File: config.mk
export PLATFORM = sky130hd
export DESIGN_NAME = move_controller
export DESIGN_NICKNAME = d
export VERILOG_FILES = /design/src/rtl/connect4_pkg.sv /design/src/rtl/col_height_bank.sv /design/src/rtl/move_controller.sv
export SDC_FILE = /design/constraint.sdc
export NUM_CORES = 1
export LEC_CHECK = 0
export ABC_AREA = 0
export CAP_MARGIN = 10
export CORE_MARGIN = 1
export CORE_UTILIZATION = 50
export DETAILED_ROUTE_END_ITERATION = 7
export GPL_ROUTABILITY_DRIVEN = 0
export PLACE_DENSITY = 0.71
export SETUP_SLACK_MARGIN = 0.05
export SLEW_MARGIN = 25
export SYNTH_ARGS = -nofsm -noshare
export SYNTH_HDL_FRONTEND = slang
export SYNTH_SLANG_ARGS = --single-unit
File: constraint.sdc
create_clock -name clk -period 2 [get_ports clk]
set_input_delay 0.4 -clock clk [delete_from_list [all_inputs] [get_ports clk]]
set_output_delay 0.4 -clock clk [all_outputs]
set_load 0.005 [all_outputs]
File: src/rtl/connect4_pkg.sv
// ============================================================================
// connect4_pkg: shared Connect-4 board dimensions, cell colours, FSM states.
// Rev 1.0
// ============================================================================
`default_nettype none

package connect4_pkg;

    localparam int COLS     = 7;
    localparam int ROWS     = 6;
    localparam int COL_W    = 3;
    localparam int ROW_W    = 3;
    localparam int CELLS    = COLS * ROWS;
    localparam int CNT_W    = $clog2(CELLS + 1);
    localparam int COL_SPAN = 1 << COL_W;

    localparam logic [1:0] CELL_EMPTY = 2'b00;
    localparam logic [1:0] CELL_P1    = 2'b01;
    localparam logic [1:0] CELL_P2    = 2'b10;

    typedef enum logic [2:0] {
        ST_IDLE     = 3'd0,
        ST_CHECK    = 3'd1,
        ST_WRITE    = 3'd2,
        ST_TOGGLE   = 3'd3,
        ST_WAIT_REL = 3'd4
    } state_t;

endpackage

`default_nettype wire

File: src/rtl/col_height_bank.sv
// ============================================================================
// col_height_bank: per-column saturating fill heights with indexed read/increment.
// Rev 1.0
// ============================================================================
`default_nettype none

module col_height_bank
    import connect4_pkg::*;
(
    input  logic             clk,
    input  logic             reset,
    input  logic [COL_W-1:0] rd_col_i,
    input  logic             inc_i,
    input  logic [COL_W-1:0] inc_col_i,
    output logic [ROW_W-1:0] height_o,
    output logic [COLS-1:0]  col_full_o
);

    logic [ROW_W-1:0] height_q [COLS];

    always_ff @(posedge clk or posedge reset) begin
        if (reset) begin
            for (int c = 0; c < COLS; c++) begin
                height_q[c] <= '0;
            end
        end else begin
            for (int c = 0; c < COLS; c++) begin
                if (inc_i && (inc_col_i == COL_W'(c)) && (height_q[c] != ROW_W'(ROWS))) begin
                    height_q[c] <= height_q[c] + 1'b1;
                end
            end
        end
    end

    for (genvar c = 0; c < COLS; c++) begin : g_full
        assign col_full_o[c] = (height_q[c] == ROW_W'(ROWS));
    end

    always_comb begin
        height_o = '0;
        if (rd_col_i < COL_W'(COLS)) begin
            height_o = height_q[rd_col_i];
        end
    end

endmodule

`default_nettype wire

File: src/rtl/move_controller.sv
// ============================================================================
// move_controller: turns a drop request into one validated board write followed
// by a single-cycle turn toggle pulse. Rev 1.0
// ============================================================================
`default_nettype none

module move_controller
    import connect4_pkg::*;
(
    input  logic             clk,
    input  logic             reset,
    input  logic             turn,
    input  logic             drop,
    input  logic [COL_W-1:0] col_sel,
    input  logic             game_over,
    output logic             wr_en,
    output logic [ROW_W-1:0] wr_row,
    output logic [COL_W-1:0] wr_col,
    output logic [1:0]       wr_color,
    output logic             turn_toggle,
    output logic             move_reject,
    output logic             board_full,
    output logic             busy
);

    state_t             state_q;
    logic               drop_q;
    logic [COL_W-1:0]   col_q;
    logic               turn_q;
    logic [CNT_W-1:0]   count_q;

    logic [ROW_W-1:0]    w_height;
    logic [COLS-1:0]     w_col_full;
    logic [COL_SPAN-1:0] w_full_ext;
    logic                w_reject;

    col_height_bank u_heights (
        .clk        (clk),
        .reset      (reset),
        .rd_col_i   (col_q),
        .inc_i      (state_q == ST_WRITE),
        .inc_col_i  (col_q),
        .height_o   (w_height),
        .col_full_o (w_col_full)
    );

    // Heights and count cannot change between IDLE and CHECK, so the reject
    // decision is taken at the edge and the flag itself is the CHECK-cycle pulse.
    assign w_full_ext = COL_SPAN'(w_col_full);
    assign w_reject   = (col_sel >= COL_W'(COLS)) || w_full_ext[col_sel] || board_full;

    assign board_full = (count_q == CNT_W'(CELLS));
    assign busy       = (state_q != ST_IDLE);

    always_ff @(posedge clk or posedge reset) begin
        if (reset) begin
            state_q     <= ST_IDLE;
            drop_q      <= 1'b0;
            col_q       <= '0;
            turn_q      <= 1'b0;
            count_q     <= '0;
            wr_en       <= 1'b0;
            wr_row      <= '0;
            wr_col      <= '0;
            wr_color    <= CELL_EMPTY;
            turn_toggle <= 1'b0;
            move_reject <= 1'b0;
        end else begin
            drop_q <= drop;
            case (state_q)
                ST_IDLE: begin
                    if (drop && !drop_q && !game_over) begin
                        col_q       <= col_sel;
                        turn_q      <= turn;
                        move_reject <= w_reject;
                        state_q     <= ST_CHECK;
                    end
                end
                ST_CHECK: begin
                    move_reject <= 1'b0;
                    if (move_reject) begin
                        state_q <= ST_WAIT_REL;
                    end else begin
                        wr_en    <= 1'b1;
                        wr_row   <= w_height;
                        wr_col   <= col_q;
                        wr_color <= turn_q ? CELL_P2 : CELL_P1;
                        state_q  <= ST_WRITE;
                    end
                end
                ST_WRITE: begin
                    wr_en       <= 1'b0;
                    turn_toggle <= 1'b1;
                    count_q     <= count_q + 1'b1;
                    state_q     <= ST_TOGGLE;
                end
                ST_TOGGLE: begin
                    turn_toggle <= 1'b0;
                    state_q     <= ST_WAIT_REL;
                end
                ST_WAIT_REL: begin
                    if (!drop) begin
                        state_q <= ST_IDLE;
                    end
                end
                default: state_q <= ST_IDLE;
            endcase
        end
    end

endmodule

`default_nettype wire
==> results by group, run 1 <==
Run status
  – Run status: finished, violations left
  – Violated checks: design-rule violations

Clock tree
  – Clock Pin Slew Worst Setup and Hold Paths: 0.08 ns
  – CTS Buffer Depth: 2
  – Clk root buf: clkbuf_8
  – Num CTS Buffers: 5
  – CTS tree: done
  – Hold Buf Count CTS: 0
  – Latest clock arrival within the worst-skew pair: 0.30 ns
  – # clock sinks: 46
  – CTS H-tree depth: 2

Critical path
  – Crit path DAT: 1.45 ns
  – Crit path max fanout: 7
  – Startpoint Class: register
  – Crit Path Category: reg -> out
  – Buf+Inv Stages, Crit Path: 1
  – Crit end category: output pin
  – Slowest-stage cell, CP: dfrtp_2
  – WP data required: 1.60 ns
  – CP Cell Sequence: nor2_2, nand2_1, clkdlybuf4s50_1
  – Critical path's top delay family: flip-flops
  – Delay of the slowest critical-path stage: 0.48 ns

Routing
  – Total Routed Length: 4.23 mm
  – Routed vias/inst: 5.31
  – Pre-antenna DRT Iters: 6
  – Routed vias: 1,620
  – DR WL/cell: 13.9 microns
  – Starting DRT DRC Count: 68
  – # DRC: 8
  – Remaining antenna violation count after routing: 0

Logic synthesis
  – Synth Area in XOR/XNOR: 6.67%
  – Top cells by count, synth: dfrtp_1 (46), nand2_1 (38), ha_1 (16)
  – Top-area cell type share of the netlist area: 48.7%
  – Mapped Nets: 251
  – Post-Syn Area: 2360 sq um
  – Post-synthesis sequential area ratio: 48.7%
  – EDFF count, synth: 0
  – Mapped Cells: 227
  – Simple-gate area share of the yosys netlist: 18.5%
  – Post-synthesis sequential element count: 46
  – Number of library cell types mapped by synthesis: 37
  – Top cells by area, synth: dfrtp_1 (49%), ha_1 (8.5%), nand2_1 (6.0%)
  – Main combinational cell family by area after synthesis: simple AND/OR/NAND/NOR gates
  – Top cell type by total area after synthesis: dfrtp_1
  – Synthesized area per cell: 10.4 sq um
  – Most frequent cell after synthesis: dfrtp_1
  – Synth warn: 0
  – Top_reg_cell synth: dfrtp_1
  – Synth async-reset ratio: 100%
  – Compound-Gate Fraction of Synth Area: 7.41%
  – Multiplexer share of the synthesized area: 5.87%
  – Adder-Cell Fraction of Synth Area: 8.47%

Cells and area
  – Diode count: 0
  – Area Overhead vs Synth: 15.4%
  – Share of cells above drive strength 1: 11.9%
  – Nets: 276
  – Final Core Density: 61.4%

Floorplanning
  – Die area: 5010 sq um
  – IO Pins: 21
  – Die extent in x: 70.8 microns
  – Initial Utilization: 53.2%
  – Die Y: 70.8 microns
  – Area of the core: 4440 sq um
  – Floorplan row count: 24

Power and ir drop
  – Clock group share of total power: 14.9%
  – Sequential share of power: 47.0%
  – Psw: 1.44 mW
  – Comb pwr share: 38.1%
  – Cell internal pwr: 2.34 mW
  – Switch share: 38.0%
  – Peak VDD IR: 0.726 mV
  – PwrDens: 1380 nW/um^2
  – Leakage: 1.25 nW

STA
  – Crit share post-route: 92.7%
  – Setup_tns: 0 ns
  – RSZ-0062 raised after global routing: false
  – Fin. Hold Viols: 0
  – Pins over their slew limit: 0
  – Fmax achieved: 0.539 GHz
  – Relative slew slack: 64.4%
  – Tmin final: 1.85 ns
  – Worst Clk Skew: 0.00608 ns
  – Final setup fails: 0
  – Worst Tran Pin Value: 0.532 ns

Global routing
  – First-pass GRT wire length: 7.36 mm
  – Initial antenna violation count: 0
  – Vias in the first global route: 1,618
  – GRT overflow: 0
  – Largest net degree at the start of global routing: 47
  – Overall global routing resource usage: 19.1%

Flow run
  – Total of max-cap violations: 0

Place
  – IO buf count: 20
  – Detail Placement HPWL: 3.07 mm

Min path
  – HP Class: in -> async
## power groups by stage
stage                     combinational [mW]  clock [mW]  sequential (mW)
final                                   1.44       0.564             1.77
after global routing                    1.64       0.633             1.84
after CTS                               1.46       0.590             1.77
after detailed placement                1.43           0             1.78
after global placement                  1.40           0             1.78
after floorplan                         1.10           0             1.61
## kinds of logic (layout without fill, tap and decap cells)
group | count (synthesis) | count (layout)
buf+inv | 22 | 48
flops | 46 | 46
mux | 12 | 12
compound gates | 29 | 29
fa+ha+maj | 16 | 16
xor+xnor | 18 | 18
simple gates | 84 | 84
## final timing paths
kind,end,slack [ns],from,depth (start not counted)
max in group asynchronous,state_q[0],1.33,reset,3
max,busy,0.15,state_q[2],3
min reg2reg,wr_color[1],0.48,wr_color[1],2
max reg2reg,wr_row[0],0.31,col_q[0],5
min,u_heights.height_q[7],0.44,reset,3
min in group clk,wr_color[1],0.48,wr_color[1],2
## layer usage
layer / wire [microns] / global-route usage [%] / share of wire [%]
met5: 0 / 0 / 0
met4: 53 / 7.33 / 1.3
met3: 197 / 4.56 / 4.7
met2: 1910 / 31.1 / 45
met1: 2070 / 25.0 / 49
## worst reg2reg max path: stages, from the launching register on
cell and delay (ns):
dfrtp_1 0.64, buf_4 0.23, mux2i_1 0.19, o22ai_1 0.11, a221oi_1 0.29, o21ai_0 0.12
## cell type report
type,count,area [sq um]
Clock inverter,3,21.3
Tap cell,52,65.1
Multi-Input combinational cell,159,1110
Sequential cell,46,1150
Fill cell,385,1720
Timing Repair Buffer,25,249
Inverter,15,56.3
Clock buffer,5,68.8
## what timing repair did
action,CTS,global route
gates cloned,0,0
pin swaps,1,0
setup buffers,2,0
gates resized for setup,2,4
setup endpoints to repair,1,1
endpoints found under the hold margin,0,0
## cell usage in the layout, fill, tap and decap left out, types with 2 or more instances in the layout
master,count
a211oi_1,2
a21oi_1,3
a221oi_1,2
buf_4,4
clkbuf_8,5
clkdlybuf4s50_1,19
dfrtp_1,43
dfrtp_2,3
ha_1,16
inv_1,14
mux2_2,5
mux2i_1,6
nand2_1,38
nand2b_1,2
nand3_1,7
nand3b_1,3
nand4_1,11
nand4b_1,2
nor2_1,10
nor2_2,2
nor3_1,3
o21ai_0,14
o22ai_1,2
xnor2_1,15
xor2_1,3
## state kept, by name, indices dropped and copies added, names as in the netlist
name and cells:
wr_col 3, move_reject 1, turn_q 1, turn_toggle 1, drop_q 1, u_heights.height_q 21, col_q 3, wr_en 1
wr_color 2, count_q 6, state_q 3, wr_row 3
## metrics by stage
stage / power (mW) / area [sq um] / hold WS (ns) / instances / setup slack, ns
finish: 3.78 / 2730 / 0.437 / 305 / 0.145
global route: 4.11 / 2730 / 0.481 / 305 / 0.0744
CTS: 3.82 / 2720 / 0.451 / 305 / 0.0634
detailed placement: 3.22 / 2620 / 0.464 / 295 / 0.184
global placement: 3.17 / 2620 / 0.460 / 295 / 0.240
floorplan: 2.72 / 2360 / 0.431 / 227 / 0.512
No activity file was read; power rests on OpenSTA's default activity.
==> run 2, diff against run 1 <==
--- a/config.mk
+++ b/config.mk
@@ -11,9 +11,10 @@
 export CORE_UTILIZATION = 50
 export DETAILED_ROUTE_END_ITERATION = 7
 export GPL_ROUTABILITY_DRIVEN = 0
-export PLACE_DENSITY = 0.71
+export PLACE_DENSITY = 0.73
 export SETUP_SLACK_MARGIN = 0.05
 export SLEW_MARGIN = 25
 export SYNTH_ARGS = -nofsm -noshare
 export SYNTH_HDL_FRONTEND = slang
+export SYNTH_HIERARCHICAL = 1
 export SYNTH_SLANG_ARGS = --single-unit
==> constraint.sdc (replaced) <==
create_clock -name clk -period 1.55 [get_ports clk]
set_input_delay 0.155 -clock clk [delete_from_list [all_inputs] [get_ports clk]]
set_output_delay 0.155 -clock clk [all_outputs]
set_load 0.005 [all_outputs]
==> results by group, run 2 <==
Run status
  – Run status: finished, violations left
  – Violated checks: negative setup slack

Cells and area
  – Diode count: 0 (unchanged)
  – Most frequent cells in the layout: buf_4 (56), dfrtp_1 (45), inv_1 (22), clkdlybuf4s50_1 (18), xnor2_1 (14)
  – Share of cells above drive strength 1: 40.0% (+28 points)
  – Design Area, Final: 3410 sq um (+25%)
  – Largest Register: u_heights/height_q
  – Filler instances: 284 (-26%)
  – Finished Layout Cells: 347 (+14%)
  – Max reg flops: 21 (unchanged)
  – Storage element area: 1150 sq um (-0.22%)
  – Commonest non-fill, non-tap cell in the layout: buf_4
  – Nets: 318 (+15%)
  – Top Registers: u_heights/height_q (21), count_q (6)
  – Area Overhead vs Synth: 41.4%
  – Area of the multi-input gates: 1340 sq um (+21%)

STA
  – Final setup fails: 6 (+6)
  – Fmax achieved: 0.588 GHz
  – Worst Tran Pin Value: 0.354 ns (-0.178 ns)
  – Setup_tns: -0.407 ns (-0.407 ns)
  – Setup WS post-layout: -0.150 ns (-0.295 ns)
  – Tmin final: 1.70 ns
  – Relative slew slack: 76.4% (+12 points)
  – Worst Clk Skew: 0.00779 ns (+0.00171 ns)
  – Pins over their slew limit: 0 (unchanged)
  – RSZ-0062 raised after global routing: true
  – Crit share post-route: 110%
  – Fin. Hold Viols: 0 (unchanged)

Critical path
  – Critical path's top delay family: multiplexers
  – Most used cell along the critical path: inv_1
  – Worst reg2reg endpoint: move_reject
  – WP data required: 1.74 ns (+0.14 ns)
  – Crit end category: register
  – Worst reg2reg path depth: 8 (+3)
  – Crit path DAT: 1.88 ns (+0.43 ns)
  – Reg-to-Reg Start: u_heights/height_q[15]
  – Delay of the slowest critical-path stage: 0.45 ns (-0.03 ns)
  – Startpoint Class: register
  – CP Cell Sequence: inv_1, ha_1, nand2_1, inv_1, mux4_2, nor2b_4, a311oi_2, o21ai_1
  – Slowest-stage cell, CP: mux4_2
  – Worst reg2reg setup slack: -0.15 ns (-0.46 ns)
  – Buf+Inv Stages, Crit Path: 2 (+1)
  – Crit path max fanout: 2 (-5)
  – Crit Path Category: reg -> reg

Logic synthesis
  – Most frequent cell after synthesis: dfrtp_1
  – Top-area cell type share of the netlist area: 47.7% (-0.96 points)
  – Top_reg_cell synth: dfrtp_1
  – EDFF count, synth: 0 (unchanged)
  – Post-synthesis sequential element count: 46 (unchanged)
  – Number of library cell types mapped by synthesis: 42 (+14%)
  – Mapped Cells: 212 (-6.6%)
  – Mapped Nets: 236 (-6.0%)
  – Top cell type by total area after synthesis: dfrtp_1
  – Synth warn: 6 (+6)
  – Top cells by count, synth: dfrtp_1 (46), inv_1 (25), xnor2_1 (17)
  – Post-Syn Area: 2410 sq um (+2.0%)
  – Synthesized area per cell: 11.4 sq um (+9.2%)
  – Top cells by area, synth: dfrtp_1 (48%), ha_1 (8.3%), xnor2_1 (6.2%)
  – Post-synthesis sequential area ratio: 47.7% (-0.96 points)
  – Synth async-reset ratio: 100% (unchanged)

Routing
  – Pre-antenna DRT Iters: 4 (-2)
  – DR WL/cell: 15.4 microns (+11%)
  – Remaining antenna violation count after routing: 0 (unchanged)
  – Total Routed Length: 5.34 mm (+26%)
  – Starting DRT DRC Count: 47 (-31%)
  – # DRC: 0 (-8)
  – Routed vias: 1,805 (+11%)
  – Routed vias/inst: 5.20 (-2.1%)

Clock tree
  – Clk root buf: clkbuf_8
  – Latest clock arrival within the worst-skew pair: 0.30 ns (about the same)
  – # clock sinks: 46 (unchanged)
  – Clock Pin Slew Worst Setup and Hold Paths: 0.09 ns (about the same)
  – Hold Buf Count CTS: 0 (unchanged)
  – CTS Buffer Depth: 2 (unchanged)
  – Num CTS Buffers: 5 (unchanged)
  – CTS tree: done
  – CTS H-tree depth: 2 (unchanged)

Global routing
  – Vias in the first global route: 1,841 (+14%)
  – Overall global routing resource usage: 21.5% (+2.3 points)
  – GRT overflow: 0 (unchanged)
  – First-pass GRT wire length: 8.31 mm (+13%)
  – Initial antenna violation count: 0 (unchanged)
  – Largest net degree at the start of global routing: 26 (-45%)

Flow run
  – Total of max-cap violations: 0 (unchanged)

Power and ir drop
  – Peak VDD IR: 1.09 mV (+50%)
  – Leakage: 1.64 nW (+32%)
  – PwrDens: 1920 nW/um^2 (+39%)

Floorplanning
  – IO Pins: 21 (unchanged)
  – Floorplan row count: 24 (unchanged)
  – Die Y: 71.5 microns (+0.97%)
  – Die area: 5110 sq um (+2.0%)
  – Initial Utilization: 53.6% (+0.35 points)
  – Area of the core: 4500 sq um (+1.4%)
  – Die extent in x: 71.5 microns (+0.97%)

Place
  – Placed cell area: 2980 sq um (+14%)
  – IO buf count: 20 (unchanged)
  – Detail Placement HPWL: 3.67 mm (+19%)
  – Cells after DPL: 322 (+9.2%)

Min path
  – HP Class: in -> async
## run 2: changes by cell type after synthesis, moves of 3 or more
cell and change:
nand4_1 -3, nand2_1 -26, a2111oi_0 +3, nor2b_1 +4, mux2i_1 +7, o21ai_0 -13, mux2_2 +6, inv_1 +10
nand3b_1 -3, and2b_4 +3, nor2_1 -3
## run 2: how the worst max path moves through the flow
| stage | cells after the start | end | slack (ns) | from |
|---|---|---|---|---|
| 6_report | 8 | move_reject | -0.15 | u_heights/height_q[15] |
| 2_1_floorplan | 7 | move_reject | -0.16 | u_heights/height_q[9] |
| 3_5_place_dp | 7 | move_reject | -0.19 | u_heights/height_q[9] |
| 5_1_grt | 8 | move_reject | -0.20 | u_heights/height_q[15] |
| 4_1_cts | 6 | move_reject | -0.20 | u_heights/height_q[10] |
| 3_3_place_gp | 5 | move_reject | -0.16 | col_sel[0] |
## run 2: worst min-delay path: stages
cell and delay [ns]:
clkdlybuf4s50_1 0.41, inv_1 0.06, buf_4 0.28
## run 2: power breakdown
group	switching [mW]	internal (mW)
sequential	0.450	1.72
combinational	1.48	2.02
clock	0.403	0.481
## run 2: area by class of cell
| class | count | area share (%) |
|---|---|---|
| Multi-Input combinational cell | 137 | 39.3 |
| Sequential cell | 46 | 33.8 |
| Timing Repair Buffer | 79 | 19.0 |
| Inverter | 25 | 2.75 |
| Clock buffer | 6 | 2.13 |
| Tap cell | 52 | 1.91 |
| Clock inverter | 2 | 1.10 |
## run 2: cells by family (layout without fill, tap and decap cells)
kind of cell	count (synthesis)	after routing	share of synthesized area, %
buf+inv	29	112	5.03
fa+ha+maj	16	16	8.30
simple gates	59	59	14.7
mux	25	25	11.5
compound gates	18	18	5.91
flops	46	46	47.7
xor+xnor	19	19	6.90
## run 2: metal layers
layer,wire length (microns),up-vias,GRT usage [%]
met5,0,-,0
met4,35,0,6.10
met3,186,7,5.06
met2,2780,38,37.0
met1,2340,876,27.1
li1,-,884,-
## run 2: timing repair
action | 4_1_cts | 5_1_grt
setup endpoints to repair | 14 | 30
pin swaps | 8 | 20
setup buffers | 9 | 8
gates resized for setup | 23 | 31
## run 2: metrics by stage
step | hold slack (ns) | worst slack [ns] | util, % | power, mW
after floorplan | 0.132 | -0.157 | - | 3.72
after global placement | 0.447 | -0.164 | 66.1 | 4.88
after detailed placement | 0.451 | -0.190 | 66.1 | 5.00
after CTS | 0.218 | -0.195 | 71.0 | 6.12
after global routing | 0.239 | -0.202 | 75.8 | 7.00
final | 0.218 | -0.150 | 75.8 | 6.56
